$ cat config.mk
export PLATFORM = sky130hd
export DESIGN_NAME = seg_scan_mux
export DESIGN_NICKNAME = d
export VERILOG_FILES = /design/src/rtl/seg_scan_mux_pkg.sv /design/src/rtl/scan_tick_gen.sv /design/src/rtl/seg_scan_mux.sv
export SDC_FILE = /design/constraint.sdc
export NUM_CORES = 1
export LEC_CHECK = 0
export CORE_MARGIN = 5
export CORE_UTILIZATION = 25
export CTS_CLUSTER_DIAMETER = 100
export DETAILED_ROUTE_END_ITERATION = 16
export HOLD_SLACK_MARGIN = 0.08
export SLEW_MARGIN = 20
export SYNTH_ARGS = -nofsm -noshare
export SYNTH_HDL_FRONTEND = slang
export SYNTH_SLANG_ARGS = --single-unit
$ cat constraint.sdc
create_clock -name clk -period 3.45 [get_ports clk]
set_input_delay 0.8625 -clock clk [delete_from_list [all_inputs] [get_ports clk]]
set_output_delay 0.8625 -clock clk [all_outputs]
set_load 0.1 [all_outputs]
$ cat src/rtl/seg_scan_mux_pkg.sv
// Shared constants, state encoding and anode helper for the 4-digit
// seven-segment scanner.
package seg_scan_mux_pkg;

    localparam int unsigned NUM_DIGITS = 4;
    localparam logic [NUM_DIGITS-1:0] ANODES_OFF = 4'b1111;

    typedef enum logic {
        S_DEAD = 1'b0,
        S_ON   = 1'b1
    } scan_state_e;

    // Active-low enable for one digit; a blanked digit stays dark.
    function automatic logic [NUM_DIGITS-1:0] digit_enable(
        input logic [1:0] idx,
        input logic       blank
    );
        logic [NUM_DIGITS-1:0] onehot;
        onehot = 4'b0001 << idx;
        return blank ? ANODES_OFF : ~onehot;
    endfunction

endpackage

$ cat src/rtl/scan_tick_gen.sv
// Digit-slot timer: counts 0..REFRESH_DIV-1 and flags the last cycle of
// each slot with tick.
module scan_tick_gen #(
    parameter int unsigned REFRESH_DIV = 100000
) (
    input  logic                           clk,
    input  logic                           rst_n,
    output logic [$clog2(REFRESH_DIV)-1:0] slot_cnt,
    output logic                           tick
);

    localparam int unsigned CW = $clog2(REFRESH_DIV);
    localparam logic [CW-1:0] LAST = CW'(REFRESH_DIV - 1);

    logic [CW-1:0] slot_cnt_q;
    logic [CW-1:0] slot_cnt_d;

    always_comb begin
        slot_cnt_d = slot_cnt_q + CW'(1);
        if (slot_cnt_q == LAST) begin
            slot_cnt_d = '0;
        end
    end

    always_ff @(posedge clk or negedge rst_n) begin
        if (!rst_n) begin
            slot_cnt_q <= '0;
        end else begin
            slot_cnt_q <= slot_cnt_d;
        end
    end

    assign slot_cnt = slot_cnt_q;
    assign tick     = (slot_cnt_q == LAST);

endmodule

$ cat src/rtl/seg_scan_mux.sv
// Time-multiplexed 4-digit common-anode scanner with frame-synchronous
// double-buffered value updates.
module seg_scan_mux
    import seg_scan_mux_pkg::*;
#(
    parameter int unsigned REFRESH_DIV = 100000,
    parameter int unsigned DEAD_CYCLES = 16
) (
    input  logic        clk,
    input  logic        rst_n,
    input  logic        load,
    input  logic [15:0] value,
    input  logic [3:0]  blank_mask,
    output logic [3:0]  nibble,
    output logic [3:0]  T,
    output logic [1:0]  digit_idx,
    output logic        frame_start,
    output logic        load_ack
);

    localparam int unsigned CW = $clog2(REFRESH_DIV);
    localparam logic [CW-1:0] DEAD_LAST = CW'(DEAD_CYCLES - 1);

    logic [CW-1:0] slot_cnt;
    logic          tick;
    logic          wrap;

    scan_state_e   state_q, state_d;
    logic [1:0]    digit_q, digit_d;
    logic [3:0]    t_q, t_d;
    logic [3:0]    nibble_q, nibble_d;
    logic [15:0]   active_q, active_d;
    logic [15:0]   shadow_q, shadow_d;
    logic          pending_q, pending_d;
    logic          frame_start_q, frame_start_d;
    logic          load_ack_q, load_ack_d;

    scan_tick_gen #(
        .REFRESH_DIV (REFRESH_DIV)
    ) u_tick (
        .clk      (clk),
        .rst_n    (rst_n),
        .slot_cnt (slot_cnt),
        .tick     (tick)
    );

    assign wrap = tick && (digit_q == 2'd3);

    always_comb begin
        state_d = state_q;
        case (state_q)
            S_DEAD:  if (slot_cnt == DEAD_LAST) state_d = S_ON;
            S_ON:    if (tick) state_d = S_DEAD;
            default: state_d = S_DEAD;
        endcase
    end

    always_comb begin
        digit_d       = tick ? digit_q + 2'd1 : digit_q;
        shadow_d      = shadow_q;
        pending_d     = pending_q;
        active_d      = active_q;
        load_ack_d    = 1'b0;
        frame_start_d = wrap;

        // Commit uses the pre-load shadow; a coincident load re-arms pending.
        if (wrap && pending_q) begin
            active_d   = shadow_q;
            pending_d  = 1'b0;
            load_ack_d = 1'b1;
        end
        if (load) begin
            shadow_d  = value;
            pending_d = 1'b1;
        end

        // Built from next-cycle values so T, nibble and digit_idx move together.
        nibble_d = active_d[{digit_d, 2'b00} +: 4];
        t_d      = (state_d == S_ON) ? digit_enable(digit_d, blank_mask[digit_d])
                                     : ANODES_OFF;
    end

    always_ff @(posedge clk or negedge rst_n) begin
        if (!rst_n) begin
            state_q       <= S_DEAD;
            digit_q       <= '0;
            t_q           <= ANODES_OFF;
            nibble_q      <= '0;
            active_q      <= '0;
            shadow_q      <= '0;
            pending_q     <= 1'b0;
            frame_start_q <= 1'b0;
            load_ack_q    <= 1'b0;
        end else begin
            state_q       <= state_d;
            digit_q       <= digit_d;
            t_q           <= t_d;
            nibble_q      <= nibble_d;
            active_q      <= active_d;
            shadow_q      <= shadow_d;
            pending_q     <= pending_d;
            frame_start_q <= frame_start_d;
            load_ack_q    <= load_ack_d;
        end
    end

    assign nibble      = nibble_q;
    assign T           = t_q;
    assign digit_idx   = digit_q;
    assign frame_start = frame_start_q;
    assign load_ack    = load_ack_q;

endmodule

==> results of run 1 <==
==> worst min-delay path: stages (launching register included) <==
cell and delay [ps]:
dfrtp_1 320, mux2i_1 80, inv_1 60
==> metrics by stage <==
stage,hold slack (ps),area (um^2),std cells,util,total power [mW]
final,490,3760,439,0.317,1.76
after global routing,515,3760,439,0.317,1.82
after CTS,497,3760,439,0.317,1.78
after detailed placement,484,3450,423,0.291,0.867
after global placement,466,3450,423,0.291,0.864
after floorplan,446,2990,250,-,0.813
==> metal layers <==
metal	up-vias	GRT usage	wire (um)
li1	973	-	-
met1	1017	0.133	3180
met2	39	0.146	2860
met3	12	0.0356	289
met4	0	0.0326	85
met5	-	0	0
==> cell type report <==
type | count | share of cell area
Multi-Input combinational cell | 168 | 0.349
Clock buffer | 12 | 0.0683
Timing Repair Buffer | 39 | 0.0946
Inverter | 6 | 0.00600
Clock inverter | 4 | 0.0120
Sequential cell | 63 | 0.421
Tap cell | 147 | 0.0490
==> flip-flops by register name, indices dropped and copies added (netlist names) <==
name and flops:
digit_idx 2, load_ack 1, pending_q 1, shadow_q 16
u_tick.slot_cnt 17, frame_start 1, active_q 16, nibble 4
T 4, state_q 1
==> power breakdown <==
| group | total, mW | internal [mW] | leakage, nW | switching, mW |
|---|---|---|---|---|
| clock | 0.905 | 0.594 | 0.152 | 0.311 |
| combinational | 0.0772 | 0.0436 | 0.677 | 0.0335 |
| sequential | 0.774 | 0.760 | 0.805 | 0.0141 |
==> path summary, 6_finish.rpt <==
| path | from | to | slack, ps | cells past startpoint |
|---|---|---|---|---|
| max | u_tick.slot_cnt[0] | nibble[2] | 1000 | 7 |
| min | active_q[9] | active_q[9] | 490 | 2 |
| max reg2reg | u_tick.slot_cnt[0] | nibble[2] | 1000 | 7 |
| min reg2reg | active_q[9] | active_q[9] | 490 | 2 |
| max in group asynchronous | rst_n | nibble[3] | 2210 | 2 |
| min in group asynchronous | rst_n | load_ack | 600 | 1 |
==> logic make-up (layout without fill, tap and decap cells) <==
group                      Yosys count  after routing
xor gates and xnor gates            16             16
muxes                               47             47
DFF                                 63             63
AOI/OAI and AO/OA                   29             29
adders and majority gates            2              2
buffers and inverters               19             61
and+or+nand+nor                     74             74
==> Yosys cell counts (2+ instances only) <==
library cell and count:
and2_1 2, o31ai_1 2, a21oi_1 3, o221ai_1 2, xnor2_1 9, nand3_1 18, mux2i_1 15, o311ai_0 2
xor2_1 7, a211oi_1 2, nor3b_1 2, nand2_1 16, nor3_4 2, nor3_1 4, nor2_1 12, a221oi_1 2
nor2b_1 3, dfrtp_1 59, o21ai_0 5, dfstp_2 4, and3_1 4, ha_1 2, o311a_1 2, buf_2 2
inv_1 6, mux2_2 32, buf_6 2, nor4_1 2, a31oi_1 4, clkbuf_1 8
==> results.toml, run 1 <==
[cts]
clock_path_buffers = 2
clock_sinks = 63
cts-hold-fix-buffers = 0
post_cts_buffers = 0
clk_pin_slew_ps = 50
cts_buffers = 9
cts-root-buf = "clkbuf_16"
insertion_delay_ps = 330
cts_tree = "built"
h-tree-depth = 3
post_cts_resized = 0

[placement]
post-dp-hpwl_mm = 4.55
routabilityCongestion = 0.805
portBuffers = 34
dp_slack_ps = 973

[routing]
avgViaCountPerCell = 4.65
drt_iter0_markers = 120
wl_mm = 6.41
firstDrtPassIters = 4
wl_per_cell_um = 14.6
ant_nets = 0
num_vias = 2041
drc = 0

[sta]
slew_viol_final = 0
tightest_slew_ps = 820
relSlewSlack = 0.451
setup_ws_ps = 1000
fin_skew_ps = 5.84
period_share = 0.710
setup_viol = 0
rsz0062_at_grt = "no"
max_clock_freq_mhz = 408
setup_tns_ps = 0
hold_viol = 0
finalCriticalPeriod_ps = 2450

[synth]
synth_xor_area_frac = 0.0469
synth_top_area_frac = 0.495
yosysTopAreaCell = "dfrtp_1"
synth-edff-count = 0
synth_compound_area_frac = 0.0712
syn_nets = 275
ys_async_sr_fraction = 1.00
synth_top_cells_by_area = "dfrtp_1 49%, mux2_2 12%, mux2i_1 5.0%, dfstp_2 3.5%, nand3_1 3.0%"
ys_warn_count = 0
synth.avg_cell_area_um2 = 11.9
synth_adder_area_share = 0.00838
synth.distinct_cells = 45
syn_inst = 250
synth_top_family_by_area = "multiplexers"
ys.flop_type = "dfrtp_1"
syn_area_um2 = 2990
synthMuxAreaShare = 0.171
ys_ff_latch = 63
ys_seq_area_frac = 0.530
synthSimpleGateAreaFrac = 0.142

[floorplan]
num_io_pins = 35
die-area_um2 = 14200
core_um2 = 11900
rows = 40
start_util = 0.252
die_w_um = 119
die_h_um = 119

[global_route]
grt_pass1_vias = 2175
grt_usage = 0.0985
grt_pass1_wl_mm = 11.2
grt_max_degree = 34
antenna_found_initial = 0
grt_overflow = 0

[pwr]
power_density_nw_per_um2 = 468
ir_drop_uv = 179
leakage_nw = 1.63

[critical_path]
worstSetupStartpointType = "register"
critPathMaxStageDelay_ps = 430
crit_arrival_ps = 2650
crit_buf_inv = 0
crit_type = "register to register"
crit_path_max_fanout = 8
crit_family = "simple AND/OR/NAND/NOR gates"
crit_path_end_kind = "register"
slowest_stage = "mux2_2"
cp_cell_sequence = "ha_1 -> and3_1 -> nand4_4 -> nor3_4 -> mux2_2 -> a311oi_1 -> o211ai_2"
required_ps = 3650

[cells_and_area]
final_common_cell = "dfrtp_1"
num_antenna_cells = 0
final_nets = 312
nFillCells = 1193
seq_area_um2 = 1580
final_cell_mix = "59 x dfrtp_1, 32 x mux2_2, 21 x clkdlybuf4s50_1, 18 x nand3_1"
multiInputGateArea_um2 = 1310
syn2layout_area_growth_pct = 25.8
drive_gt1_frac = 0.267

[status]
status = "finished clean"

[min_path]
hold_path_class = "register to register"

[run]
drv_cap = 0
No activity file was read; power rests on OpenSTA's default activity.
==> inputs of run 2 (changes only) <==
- clock period: 3.45 -> 2.1 ns (I/O delays scaled with it)
==> results.toml, run 2 (same netlist as run 1, synthesis figures left out) <==
[critical_path]
required_ps = 2300
crit_arrival_ps = 2240
crit_path_end_kind = "register"
slowest_stage = "dfrtp_1"
crit_type = "register to register"
worstSetupStartpointType = "register"
crit_path_max_fanout = 6
cp_cell_sequence = "ha_2 -> and3_4 -> nand4_4 -> nor3_4 -> mux2_4 -> a311oi_4 -> o211ai_2"
crit_family = "simple AND/OR/NAND/NOR gates"
crit_buf_inv = 0
critPathMaxStageDelay_ps = 360

[pwr]
power_density_nw_per_um2 = 745
leakage_nw = 1.74
ir_drop_uv = 329

[min_path]
hold_path_class = "input pin to async pin"

[cts]
clock_path_buffers = 2
cts_tree = "built"
h-tree-depth = 3
clock_sinks = 63
clk_pin_slew_ps = 50
cts-root-buf = "clkbuf_16"
cts_buffers = 9
insertion_delay_ps = 330

[floorplan]
die_h_um = 119
num_io_pins = 35
die-area_um2 = 14200
rows = 40
die_w_um = 119
start_util = 0.252
core_um2 = 11900

[cells_and_area]
final_nets = 326
final_common_cell = "dfrtp_1"
num_antenna_cells = 0
drive_gt1_frac = 0.330
largest_reg_flops = 17
fin_area_um2 = 4050
nFillCells = 1161
final_cell_mix = "57 x dfrtp_1, 25 x mux2_2, 23 x buf_4, 21 x clkdlybuf4s50_1, 18 x nand3_1"
syn2layout_area_growth_pct = 35.7

[placement]
portBuffers = 34
placedInstanceArea_um2 = 3640
post-dp-hpwl_mm = 4.65
routabilityCongestion = 0.822
dp_slack_ps = 4.22

[routing]
num_vias = 2080
avgViaCountPerCell = 4.59
firstDrtPassIters = 4
drc = 0
wl_mm = 6.49
wl_per_cell_um = 14.3
met2WireLength_mm = 3.00
ant_nets = 0
drt_iter0_markers = 84
met1_length_mm = 3.11
routed-wl-met3_um = 267
highest_layer = "met4"

[global_route]
grt_overflow = 0
grt_usage = 0.0974
grt_pass1_wl_mm = 11.2
grt_pass1_vias = 2230
antenna_found_initial = 0
grt_max_degree = 64

[sta]
whs_ps = 195
setup_ws_ps = 58.6
rsz0062_at_grt = "yes"
hold_viol = 0
fin_skew_ps = 5.86
max_clock_freq_mhz = 490
period_share = 0.972
setup_viol = 0
setup_tns_ps = 0
tightest_slew_ps = 393
finalCriticalPeriod_ps = 2040
relSlewSlack = 0.737
slew_viol_final = 0

[run]
drv_cap = 0

[status]
status = "finished clean"
run 2: cell types whose count changed in the layout (fill, tap and decap cells not counted), moves of 2 or more:
cell / delta
buf_4: +7
mux2_2: -7
mux2_4: +7
buf_12: +6
clkinv_2: -2
clkinvlp_4: +2
dfrtp_1: -2
dfrtp_4: +2
ha_1: -2
run 2: layout make-up:
| cell class | instances | area [um^2] | area share |
|---|---|---|---|
| Multi-Input combinational cell | 168 | 1380 | 0.341 |
| Timing Repair Buffer | 53 | 539 | 0.133 |
| Clock buffer | 11 | 253 | 0.0624 |
| Sequential cell | 63 | 1590 | 0.392 |
| Inverter | 6 | 22.5 | 0.00556 |
| Tap cell | 147 | 184 | 0.0454 |
| Clock inverter | 5 | 80.1 | 0.0198 |
run 2: path summary, 6_finish.rpt:
kind / start / end / slack [ps] / cells after the start
max in group asynchronous: rst_n / T[1] / 1590 / 2
worst min-delay path: rst_n / u_tick.slot_cnt[6] / 200 / 2
worst min register to register: active_q[9] / active_q[9] / 490 / 2
worst max-delay path: u_tick.slot_cnt[1] / nibble[2] / 60 / 7
min in group clk: active_q[9] / active_q[9] / 490 / 2
worst max register to register: u_tick.slot_cnt[1] / nibble[2] / 60 / 7
run 2: what timing repair did:
action,CTS,global route
setup buffers,0,6
hold buffers,0,0
setup endpoints to repair,0,6
gates resized for setup,0,6
run 2: per-stage QoR:
stage | utilization | std cells | total power [mW]
finish | 0.341 | 453 | 3.02
global route | 0.341 | 453 | 3.13
CTS | 0.335 | 447 | 3.06
detailed placement | 0.307 | 431 | 1.43
global placement | 0.307 | 431 | 1.43
floorplan | - | 250 | 1.34
run 2: layer usage:
metal,GRT usage,up-vias
met5,0,-
met4,0.0406,0
met3,0.0318,11
met2,0.145,44
met1,0.130,1024
li1,-,1001
run 2: worst register-to-register path, stage by stage (launching register included):
cell,delay [ps]
dfrtp_1,360
ha_2,200
and3_4,190
nand4_4,150
nor3_4,250
mux2_4,360
a311oi_4,300
o211ai_2,100
run 2: report_power, final:
group	internal, mW	total [mW]	switching (mW)
clock	1.10	1.61	0.514
combinational	0.0757	0.130	0.0540
sequential	1.25	1.27	0.0256
==> inputs of run 3 (changes only) <==
- clock period: 2.1 -> 2.4 ns (I/O delays scaled with it)
==> results.toml, run 3 (same netlist as run 1, synthesis figures left out) <==
[critical_path]
r2r_start = "u_tick.slot_cnt[0]"
crit_path_max_fanout = 7
crit_family = "simple AND/OR/NAND/NOR gates"
worstSetupStartpointType = "register"
crit_arrival_ps = 2390
crit_path_end_kind = "register"
slowest_stage = "dfrtp_1"
required_ps = 2570
crit_type = "register to register"
path_depth = 8
ff2ff_path_depth = 8
critPathMaxStageDelay_ps = 380
crit_buf_inv = 1
cp_cell_sequence = "ha_1 -> and3_1 -> nand4_4 -> nor3_4 -> buf_4 -> mux2_2 -> nand2_1 -> o221ai_1"
worstSetupStartpoint = "u_tick.slot_cnt[0]"

[floorplan]
die_h_um = 119
die-area_um2 = 14200
start_util = 0.252
rows = 40
die_w_um = 119
num_io_pins = 35
core_um2 = 11900

[cells_and_area]
final_nets = 317
syn2layout_area_growth_pct = 27.9
fin_area_um2 = 3820
drive_gt1_frac = 0.279
final_common_cell = "dfrtp_1"
nFillCells = 1187
num_antenna_cells = 0
final_cell_mix = "57 x dfrtp_1, 32 x mux2_2, 21 x clkdlybuf4s50_1, 20 x buf_4, 18 x nand3_1"
seq_area_um2 = 1590
largest_reg_flops = 17
multiInputGateArea_um2 = 1310

[placement]
post-dp-hpwl_mm = 4.65
dp_slack_ps = 194
portBuffers = 34
placedInstanceArea_um2 = 3510
routabilityCongestion = 0.828

[routing]
met2WireLength_mm = 3.02
wl_mm = 6.42
routed-wl-met3_um = 408
avgViaCountPerCell = 4.63
num_vias = 2057
met1_length_mm = 2.93
firstDrtPassIters = 4
highest_layer = "met4"
ant_nets = 0
drc = 0
drt_iter0_markers = 171
wl_per_cell_um = 14.5

[min_path]
hold_path_class = "input pin to async pin"

[sta]
setup_tns_ps = 0
period_share = 0.926
relSlewSlack = 0.683
hold_viol = 0
fin_skew_ps = 5.83
rsz0062_at_grt = "no"
slew_viol_final = 0
whs_ps = 191
setup_ws_ps = 177
finalCriticalPeriod_ps = 2220
setup_viol = 0
tightest_slew_ps = 476
max_clock_freq_mhz = 450

[cts]
insertion_delay_ps = 320
clk_pin_slew_ps = 50
h-tree-depth = 3
clock_sinks = 63
clock_path_buffers = 2
cts_buffers = 9
cts-hold-fix-buffers = 0
cts_tree = "built"
post_cts_resized = 0
cts-root-buf = "clkbuf_16"
post_cts_buffers = 0

[global_route]
grt_pass1_wl_mm = 10.6
grt_overflow = 0
grt_pass1_vias = 2093
antenna_found_initial = 0
grt_usage = 0.0942
grt_max_degree = 34

[status]
status = "finished clean"

[pwr]
ir_drop_uv = 359
leakage_nw = 1.66
power_density_nw_per_um2 = 669
p_total_mw = 2.55

[run]
drv_cap = 0
==> run 3: area by class of cell <==
| type | instances | area share |
|---|---|---|
| Clock inverter | 4 | 0.0183 |
| Timing Repair Buffer | 44 | 0.106 |
| Multi-Input combinational cell | 168 | 0.343 |
| Clock buffer | 12 | 0.0619 |
| Tap cell | 147 | 0.0482 |
| Inverter | 6 | 0.00590 |
| Sequential cell | 63 | 0.416 |
==> run 3: where the power goes <==
group	switching (mW)	internal (mW)
clock network	0.424	0.905
logic	0.0479	0.0645
registers	0.0204	1.09
==> run 3: final timing paths <==
check                      slack (ps)                  to
setup / recovery                  180           nibble[1]
hold / removal                    190  u_tick.slot_cnt[5]
setup reg to reg                  180           nibble[1]
hold reg to reg                   490  u_tick.slot_cnt[0]
max in group asynchronous        1640        digit_idx[0]
min in group clk                  490  u_tick.slot_cnt[0]
==> run 3: metal layers <==
metal | track usage | vias to the layer above
met5 | 0 | -
met4 | 0.0326 | 0
met3 | 0.0332 | 6
met2 | 0.149 | 67
met1 | 0.120 | 999
li1 | - | 985
==> run 3: stage by stage <==
| step | std cells | util |
|---|---|---|
| 6_report | 444 | 0.322 |
| 3_5_place_dp | 428 | 0.296 |
| 4_1_cts | 444 | 0.322 |
| 2_1_floorplan | 250 | - |
| 5_1_grt | 444 | 0.322 |
| 3_3_place_gp | 428 | 0.296 |
==> patch 1: new RTL, config.mk and constraints of run 1 <==
`REFRESH_DIV` is set to 100000 in 2 places; all go to 400000.
--- a/src/rtl/scan_tick_gen.sv
+++ b/src/rtl/scan_tick_gen.sv
@@ -3,3 +3,3 @@
 module scan_tick_gen #(
-    parameter int unsigned REFRESH_DIV = 100000
+    parameter int unsigned REFRESH_DIV = 400000
 ) (
--- a/src/rtl/seg_scan_mux.sv
+++ b/src/rtl/seg_scan_mux.sv
@@ -5,3 +5,3 @@
 #(
-    parameter int unsigned REFRESH_DIV = 100000,
+    parameter int unsigned REFRESH_DIV = 400000,
     parameter int unsigned DEAD_CYCLES = 16
Function: same outputs for any inputs over 10 cycles, from zero or initial values and one cycle with rst_n low; that may be too few to reach the edited logic, so the function may still have changed.
==> patch 1 against run 1 <==
Worst hold slack lost 0.13 ns. Power shrank 22%. Die area shrank 8.6%. Wire length shrank 22%. Sequential cell count grew 2. Synthesized area shrank 9.3%. Design area shrank 11%. Setup slack lost 0.14 ns.
==> patch 1: results (changes against run 1) <==
Worst setup path
  • FF-to-FF path depth: 8 (+1)
  • Critical path peak fanout: 12 (+4)
  • Worst Path Arrival: 2.76 ns (+0.11 ns)

Route
  • Vias per inst: 4.22 (-9.3%)
  • Total wire length: 4990 µm (-22%)
  • Met2 Routed Length: 2560 µm (-11%)
  • Initial drt markers: 25 (-79%)
  • Wire per inst: 12.8 µm (-12%)
  • Wire length on met3: 199 µm (-31%)

Cells and area
  • Fraction of area in multi-input gates: 0.306 (-0.0428)
  • Fin nets: 271 (-13%)
  • Clk tree area frac: 0.0432 (-0.0371)
  • Inverters: 5 (-1)
  • Fill cell count: 1123 (-5.9%)
  • Multi-In Gates: 126 (-25%)
  • Max reg flops: 19 (+2)
  • Design area: 3330 µm² (-11%)
  • Clock buffers: 13 (+1)
  • Non-clk buf share: 0.103 (+0.00825)
  • Layout cells sized above 1: 0.277 (+0.00999)
  • Seq cells: 65 (+3.2%)

Yosys
  • Yosys cell types: 32 (-29%)
  • Post-synthesis net count: 227 (-17%)
  • Synth top cells by count: dfrtp_1 (61), mux2_2 (31), nor2_1 (17), nand2_1 (13), xor2_1 (11)
  • Post-Syn Instances: 202 (-19%)
  • Sequential fraction of the synthesis area: 0.603 (+0.0731)
  • Top post-synthesis cells by area: dfrtp_1 (56%), mux2_2 (13%), dfstp_2 (3.9%)

Power and ir drop
  • P_clk: 502 µW (-45%)
  • Pwr Total: 1.37 mW (-22%)
  • Comb pwr: 71.3 µW (-7.6%)
  • Worst IR Drop VDD: 232 µV (+30%)

Global routing
  • Vias in the first global route: 1783 (-18%)
  • GRT Util Overall: 0.0839 (-0.0146)
  • Global-route track usage on met2: 0.134 (-0.0120)
  • Met1 usage: 0.105 (-0.0282)
  • First-pass GRT wire length: 8590 µm (-23%)

Placement
  • GP Congestion: 0.831 (+3.2%)
  • Setup WS pre-CTS: 0.867 ns (-0.106 ns)

Timing
  • Clock Skew: 0.00847 ns (+0.00263 ns)
  • Rel. slew slack: 0.422 (-0.0295)

Status
  • Status: finished, final reports clean

CTS
  • Root Buffer: clkbuf_8

Worst hold path
  • HP Class: primary input to asynchronous set/reset pin
patch 1: cell types whose count changed in the layout (fill, tap and decap cells not counted), sizes merged, moves of 3 or more:
| cell | run 1 | this run |
|---|---|---|
| a21oi | 3 | 0 |
| a31oi | 4 | 0 |
| and2 | 3 | 0 |
| mux2 | 32 | 35 |
| mux2i | 15 | 10 |
| nand2 | 17 | 13 |
| nand3 | 18 | 9 |
| nor2 | 12 | 17 |
| nor3 | 7 | 2 |
| o21ai | 5 | 2 |
| xnor2 | 9 | 6 |
| xor2 | 7 | 11 |
patch 1: worst max-delay path, cell delays in order (launching register included):
cell and delay, ns:
dfrtp_1 0.38, ha_1 0.19, and3_1 0.31, nand3_2 0.20, nor4_4 0.46, buf_4 0.29, mux2_2 0.37, mux2i_1 0.15
mux2i_1 0.10
patch 1: kinds of logic after synthesis:
group,after synthesis,synth area share
flops,65,0.603
fa+ha+maj,2,0.00924
buf+inv,11,0.0199
simple gates,58,0.119
xor+xnor,17,0.0550
mux,45,0.184
compound gates,4,0.00971
patch 1: path summary, 6_finish.rpt:
| path | from | endpoint | slack (ns) |
|---|---|---|---|
| worst max-delay path | u_tick.slot_cnt[0]$_DFF_PN0_ | nibble[3]$_DFF_PN0_ | 0.86 |
| worst min-delay path | rst_n | u_tick.slot_cnt[13]$_DFF_PN0_ | 0.36 |
| worst max register to register | u_tick.slot_cnt[0]$_DFF_PN0_ | nibble[3]$_DFF_PN0_ | 0.86 |
| worst min register to register | u_tick.slot_cnt[0]$_DFF_PN0_ | u_tick.slot_cnt[0]$_DFF_PN0_ | 0.47 |
| max in group asynchronous | rst_n | digit_idx[1]$_DFF_PN0_ | 2.41 |
| min in group clk | u_tick.slot_cnt[0]$_DFF_PN0_ | u_tick.slot_cnt[0]$_DFF_PN0_ | 0.47 |
==> patch 2: new RTL, flow settings as in run 1 <==
Made on the original files. Put one more register stage on the output `digit_idx`, with the module's reset. The value now appears one clock later. The other outputs are not delayed to match. Comments in the files are not updated.
--- a/src/rtl/seg_scan_mux.sv
+++ b/src/rtl/seg_scan_mux.sv
@@ -108,3 +108,9 @@
     assign T           = t_q;
-    assign digit_idx   = digit_q;
+    always_ff @(posedge clk or negedge rst_n) begin
+        if (!rst_n) begin
+            digit_idx <= '0;
+        end else begin
+            digit_idx <= digit_q;
+        end
+    end
     assign frame_start = frame_start_q;
Formal check against the unedited RTL: same outputs for any inputs over 10 cycles, from zero or initial values and one cycle with rst_n low; that may be too few to reach the edited logic, so the function may still have changed.
==> patch 2 against run 1 <==
Via count rose by 0.54%. Design area rose by 0.70%. Count of clock-buffer cells in the layout rose by 1. Critical endpoint is now nibble[1]$_DFF_PN0_. Setup slack got worse by 0.14 ns. Synthesized area rose by 1.7%. Largest cell class unchanged. Wire length barely moved. Power fell by 0.22%. Largest power group unchanged. Sequential cell count rose by 2.
==> patch 2: results (changes against run 1) <==
Status
  • Status: finished, final reports clean

Yosys
  • Post-Synth XOR/XNOR Area: 0.0462 (-0.000774)
  • Post-synthesis mux area share: 0.168 (-0.00282)
  • Area fraction in compound gates after synthesis: 0.0701 (-0.00117)
  • Sequential fraction of the synthesis area: 0.538 (+0.00775)
  • Synth top cells by count: dfrtp_1 (61), mux2_2 (32), nand3_1 (18), nand2_1 (16), mux2i_1 (15)
  • Avg Cell Area, Syn: 12.0 µm² (+0.87%)

Placement
  • Placed cells: 425 (+0.47%)
  • GP Congestion: 0.807 (+0.25%)
  • Cell Area, Placed: 3490 µm² (+1.1%)

Worst hold path
  • HP Class: primary input to asynchronous set/reset pin

Global routing
  • First-pass GRT wire length: 10800 µm (-3.8%)
  • GRT Util Overall: 0.0950 (-0.00348)
  • Largest net degree at the start of global routing: 42 (+24%)

CTS
  • Clock Sinks: 65 (+3.2%)

Cells and area
  • Post-route insts no fill: 441 (+0.46%)
  • Clk tree area frac: 0.0767 (-0.00353)
  • Sequential cell area: 1630 µm² (+3.2%)
  • Fraction of area in multi-input gates: 0.347 (-0.00243)
  • P&R area growth vs syn: 24.6%

Worst setup path
  • Beginning of the critical path: digit_q[1]$_DFF_PN0_
  • Worst Path Arrival: 2.76 ns (+0.11 ns)
  • Worst R2R Setup Slack: 0.86 ns (-0.14 ns)

Route
  • Initial drt markers: 136 (+13%)
  • DR pass1 iterations: 7 (+3)
  • Wire per inst: 14.5 µm (-0.36%)

Power and ir drop
  • Pwr Total: 1.75 mW (-0.22%)
  • Worst IR Drop VDD: 193 µV (+8.2%)
  • Power per Cell Area: 463 nW/µm² (-0.91%)
  • Seq pwr share: 0.456 (+0.015)

Timing
  • Rel. slew slack: 0.455 (+0.00323)
[patch 2: changes by cell type in the layout (fill, tap and decap cells not counted), sizes merged]
cell	change
clkinv	-1
clkbuf	+1
dfrtp	+2
[patch 2: worst min-delay path by stage]
stage,start,to,slack (ns),cells after the start
detailed placement,u_tick.slot_cnt[0]$_DFF_PN0_,u_tick.slot_cnt[0]$_DFF_PN0_,0.48,1
finish,rst_n,T[2]$_DFF_PN1_,0.48,1
global placement,u_tick.slot_cnt[0]$_DFF_PN0_,u_tick.slot_cnt[0]$_DFF_PN0_,0.47,1
CTS,rst_n,T[2]$_DFF_PN1_,0.48,1
global route,rst_n,T[2]$_DFF_PN1_,0.49,1
floorplan,digit_q[1]$_DFF_PN0_,digit_idx[1]$_DFF_PN0_,0.38,0
[patch 2: cell families (layout without fill, tap and decap cells)]
group	Yosys count	in the layout
DFF	65	65
and+or+nand+nor	74	74
AOI/OAI and AO/OA	29	29
xor gates and xnor gates	16	16
adders and majority gates	2	2
muxes	47	47
buffers and inverters	19	61
